`src/rtl/fpga_tile.sv`:
```
// fpga_tile: K-input LUT, input muxes and switch box behind a serial config chain.
// Optional even-parity load check: define FPGA_TILE_CFG_PARITY_EN.
module fpga_tile #(
  parameter int LUT_K  = 4,
  parameter int CHAN_W = 2
) (
  input  logic                  clk,
  input  logic                  reset,
  input  logic                  cfg_en,
  input  logic                  cfg_din,
  output logic                  cfg_dout,
  output logic                  cfg_done,
  output logic                  cfg_err,
  input  logic [4*CHAN_W-1:0]   chan_in,
  output logic [4*CHAN_W-1:0]   chan_out
);

  localparam int NT       = 4 * CHAN_W;
  localparam int S        = $clog2(NT);
  localparam int TT       = 1 << LUT_K;
  localparam int CFG_BITS = TT + 2 + LUT_K * S + 8 * CHAN_W;
`ifdef FPGA_TILE_CFG_PARITY_EN
  localparam int L        = CFG_BITS + 1;
`else
  localparam int L        = CFG_BITS;
`endif
  localparam int CW       = $clog2(L + 2);
  localparam int FFS      = TT;
  localparam int FFI      = TT + 1;
  localparam int PIN_LO   = TT + 2;
  localparam int OSEL_LO  = PIN_LO + LUT_K * S;

  typedef enum logic [1:0] {
    EMPTY = 2'd0,
    SHIFT = 2'd1,
    RUN   = 2'd2
  } state_t;

  state_t            state;
  logic [L-1:0]      chain;
  logic [CW-1:0]     cnt;
  logic              ff_q;
  logic [LUT_K-1:0]  pins;
  logic [TT-1:0]     tt;
  logic              lut_out;
  logic              clb_out;
  logic              len_ok;
  logic              load_ok;

  assign cfg_dout = chain[L-1];
  assign tt       = chain[TT-1:0];
  assign lut_out  = tt[pins];
  assign clb_out  = chain[FFS] ? ff_q : lut_out;
  assign len_ok   = (cnt == CW'(L));

`ifdef FPGA_TILE_CFG_PARITY_EN
  assign load_ok  = len_ok && !(^chain);
`else
  assign load_ok  = len_ok;
`endif

  // LUT pin muxes; out-of-range selects read as 0
  always_comb begin
    pins = '0;
    for (int i = 0; i < LUT_K; i++) begin
      if (int'(chain[PIN_LO + i*S +: S]) < NT)
        pins[i] = chan_in[chain[PIN_LO + i*S +: S]];
    end
  end

  // Switch box: per-track source select, gated off outside RUN
  always_comb begin
    chan_out = '0;
    if (state == RUN) begin
      for (int o = 0; o < NT; o++) begin
        case (chain[OSEL_LO + 2*o +: 2])
          2'b01: chan_out[o] = clb_out;
          2'b10: chan_out[o] =
            chan_in[((o / CHAN_W + 2) % 4) * CHAN_W + o % CHAN_W];
          2'b11: chan_out[o] =
            chan_in[((o / CHAN_W + 1) % 4) * CHAN_W + o % CHAN_W];
          default: chan_out[o] = 1'b0;
        endcase
      end
    end
  end

  // Load FSM: shift chain, count bits, length/parity check on cfg_en fall
  always_ff @(posedge clk or negedge reset) begin
    if (!reset) begin
      state    <= EMPTY;
      chain    <= '0;
      cnt      <= '0;
      cfg_done <= 1'b0;
      cfg_err  <= 1'b0;
    end else begin
      if (cfg_en)
        chain <= {chain[L-2:0], cfg_din};
      case (state)
        EMPTY, RUN: begin
          if (cfg_en) begin
            state    <= SHIFT;
            cnt      <= CW'(1);
            cfg_done <= 1'b0;
            cfg_err  <= 1'b0;
          end
        end
        SHIFT: begin
          if (cfg_en) begin
            if (cnt != CW'(L + 1))
              cnt <= cnt + CW'(1);
          end else if (load_ok) begin
            state    <= RUN;
            cfg_done <= 1'b1;
          end else begin
            state    <= EMPTY;
            cfg_err  <= 1'b1;
          end
        end
        default: begin
          state <= EMPTY;
        end
      endcase
    end
  end

  // Logic block register: follows LUT in RUN, parked at ff_init otherwise
  always_ff @(posedge clk or negedge reset) begin
    if (!reset)
      ff_q <= 1'b0;
    else if (state == RUN)
      ff_q <= lut_out;
    else
      ff_q <= chain[FFI];
  end

endmodule

```
`config.mk`:
```
export PLATFORM = sky130hd
export DESIGN_NAME = fpga_tile
export DESIGN_NICKNAME = d
export VERILOG_FILES = /design/src/rtl/fpga_tile.sv
export SDC_FILE = /design/constraint.sdc
export NUM_CORES = 1
export LEC_CHECK = 0
export CAP_MARGIN = 20
export CORE_ASPECT_RATIO = 1.4
export CORE_UTILIZATION = 54
export DETAILED_ROUTE_END_ITERATION = 10
export PLACE_DENSITY_LB_ADDON = 0.08
export SYNTH_ARGS = -nofsm -noshare
export SYNTH_HDL_FRONTEND = slang
export SYNTH_SLANG_ARGS = --single-unit
```
`constraint.sdc`:
```
create_clock -name clk -period 5.1 [get_ports clk]
set_input_delay 0.51 -clock clk [delete_from_list [all_inputs] [get_ports clk]]
set_output_delay 0.51 -clock clk [all_outputs]
set_load 0.01 [all_outputs]
```
==> impl_metrics.tcl <==
set metrics [dict create \
    status "finished, final reports clean" \
    cts_sinks 57 \
    vias_per_cell 5.83 \
    cts_tree "done" \
    synth_area_um2 2930 \
    grt_pass1_vias 1896 \
    synth_warnings 0 \
    rows 31 \
    nNetsFinal 281 \
    maxCapViolations 0 \
    vias 1972 \
    synthAdderAreaFrac_pct 0.854 \
    synth-seq-cells 57 \
    critPathSlowestCell "clkdlybuf4s50_1" \
    rsz0062_at_grt "no" \
    reg2regPathDepth 6 \
    synth.avg_cell_area_um2 12.2 \
    ys_types 38 \
    clk_path_buf_depth 2 \
    grt_antenna_before_repair 0 \
    worst_setup_path_start_kind "primary input" \
    path_cells "clkdlybuf4s50_1, mux4_2, mux2i_4, mux2i_1, a22oi_2, a211oi_2, nor3_4, a31o_1, clkdlybuf4s50_1" \
    power.switching_w 0.000520 \
    die_y_um 89.2 \
    syn_inst 240 \
    grt_start_max_net_pins 62 \
    ios 23 \
    seqPwrFrac_pct 44.9 \
    synth_top_family_by_area "multiplexers" \
    place_congestion 0.778 \
    finalClockSkew_ns 0.00823 \
    synth_xor_xnor_area_share_pct 1.20 \
    hold_buffers 0 \
    max-slew-margin-rel_pct 52.1 \
    r2r-start "chain[18]" \
    tightest_slew_ns 0.718 \
    endpoint_kind "output port" \
    synth_nets 254 \
    numCtsBuffers 9 \
    fmax_mhz 246 \
    place_inst 322 \
    layout.cells.non_filler 338 \
    drt_iter0_markers 85 \
    n_antenna_cell 0 \
    timing.final.crit_period_ns 4.07 \
    worstSkewPairLatency_ns 0.34 \
    design.die.area_um2 5730 \
    drive_above_1_share_pct 28.3 \
    wl_per_cell_um 16.3 \
    finalSetupViolations 0 \
    async_reset_ff_share_pct 100 \
    yosys.area_share.simple_pct 9.90 \
    core_um2 5200 \
    synth_compound_area_share_pct 10.2 \
    synth_edf_count 0 \
    final.setup.worst_slack_ns 1.03 \
    ys.flop_type "dfrtp_1" \
    power_w 0.00158 \
    slew_viol_final 0 \
    cts_resized 0 \
    critPathMaxStageDelay_ns 0.55 \
    p_comb_share_pct 31.6 \
    switching_share_pct 33.0 \
    ir_drop_mv 0.230 \
    critPathArrivalTime_ns 3.56 \
    drc 0 \
    required_ns 4.59 \
    crit_start "chan_in[0]" \
    worstSetupPathType "in -> out" \
    io_buffers 22 \
    grt_pass1_wl_mm 9.09 \
    ant_nets 0 \
    fin_util_pct 65.2 \
    clockPowerShare_pct 23.5 \
    r2r_setup_slack_ns 2.88 \
    power.density_nw_per_um2 465 \
    grt-ovfl-total 0 \
    finalWirelength_mm 5.51 \
    cpMostUsedCell "clkdlybuf4s50_1" \
    synth.area.mux_share_pct 26.5 \
    path_clk_slew_ns 0.06 \
    syn2layout_area_growth_pct 15.5 \
    h-tree-depth 3 \
    fin_setup_tns_ns 0 \
    start_util_pct 56.4 \
    ctsRootBufferMaster "clkbuf_8" \
    path_max_fanout 8 \
    power.leakage_nw 1.44 \
    groute.usage.overall_pct 21.6 \
    final_common_cell "dfrtp_1" \
    fp.dieW_um 64.3 \
    hold_class "in -> async" \
    post-dp-hpwl_mm 3.79 \
    p_int_w 0.00106 \
    ys_seq_area_share_pct 48.7 \
    final_cell_mix "dfrtp_1 (57), mux2_2 (40), clkdlybuf4s50_1 (20)" \
    postCtsSetupBuffers 0 \
    finalHoldViolCount 0 \
    period_share_pct 79.8 \
    rr_endpoint "ff_q" \
    dr.pass1.iters 4 \
    crit_end "chan_out[7]" \
    place_ws_ns 0.986 \
]
-- stage by stage --
stage,area [um2],hold WS [ns]
finish,3390,0.306
global route,3390,0.383
CTS,3390,0.332
detailed placement,3210,0.496
global placement,3210,0.490
floorplan,2930,0.214
-- cell families after synthesis --
| logic type | count (synthesis) |
|---|---|
| xor gates and xnor gates | 4 |
| buffers and inverters | 21 |
| muxes | 61 |
| DFF | 57 |
| adders and majority gates | 2 |
| AOI/OAI and AO/OA | 41 |
| and+or+nand+nor | 54 |
-- registers in the layout, indices dropped and copies added (netlist names) --
| register | flops |
|---|---|
| cfg_err | 1 |
| cfg_done | 1 |
| state | 2 |
| ff_q | 1 |
| cnt | 6 |
| chain | 46 |
-- area by class of cell --
type / instances / area, um2
timing repair buffer: 25 / 233
inverter: 12 / 45.0
sequential: 57 / 1430
clock inverter: 3 / 15.0
fill: 428 / 1810
clock buffer: 13 / 159
multi-input combinational: 162 / 1430
tap: 66 / 82.6
-- per-layer routing --
metal | track usage (%) | routed length, um | up-vias
met3 | 5.48 | 172 | 10
met4 | 11.3 | 101 | 0
met2 | 36.4 | 2960 | 29
met5 | 0 | 0 | -
li1 | - | - | 941
met1 | 25.6 | 2270 | 992
-- how the worst min path moves through the flow --
stage | start | to | slack [ns] | cells past startpoint
floorplan | reset | cfg_done | 0.21 | 0
global placement | chain[31] | chain[32] | 0.49 | 1
global route | reset | chain[1] | 0.38 | 2
finish | reset | chain[0] | 0.31 | 2
detailed placement | chain[31] | chain[32] | 0.50 | 1
CTS | reset | chain[0] | 0.33 | 2
-- power groups by stage --
stage | registers, W | clock network (W) | logic (W)
after floorplan | 0.000676 | 0 | 0.000420
after global placement | 0.000715 | 0 | 0.000487
after detailed placement | 0.000717 | 0 | 0.000503
after CTS | 0.000710 | 0.000380 | 0.000504
after global routing | 0.000728 | 0.000397 | 0.000545
final | 0.000708 | 0.000371 | 0.000498
-- critical path, delay by kind of cell --
| kind | cells | cell delay, ns |
|---|---|---|
| compound gates | 3 | 0.54 |
| buf+inv | 2 | 1.08 |
| mux | 3 | 1.06 |
| simple gates | 1 | 0.36 |
-- synth_stat cells (2+ instances only) --
master,count,share of area [%]
dfrtp_1,57,49
mux2_2,40,15
o21ai_0,18,3.1
nand2_1,14,1.8
inv_1,12,1.5
mux2i_1,11,3.8
nor2_1,9,1.2
mux4_2,8,6.1
nand4_1,8,1.7
a31o_1,7,2.1
clkbuf_1,7,0.90
nand3_1,6,1.0
a22oi_2,4,1.7
xor2_1,4,1.2
nand2b_1,3,0.64
nor2b_1,3,0.64
a211oi_1,2,0.51
a21oi_1,2,0.34
and2_1,2,0.43
buf_1,2,0.26
ha_1,2,0.85
nand3b_1,2,0.51
nor3_1,2,0.34
Power figures use the tool's default switching activity.
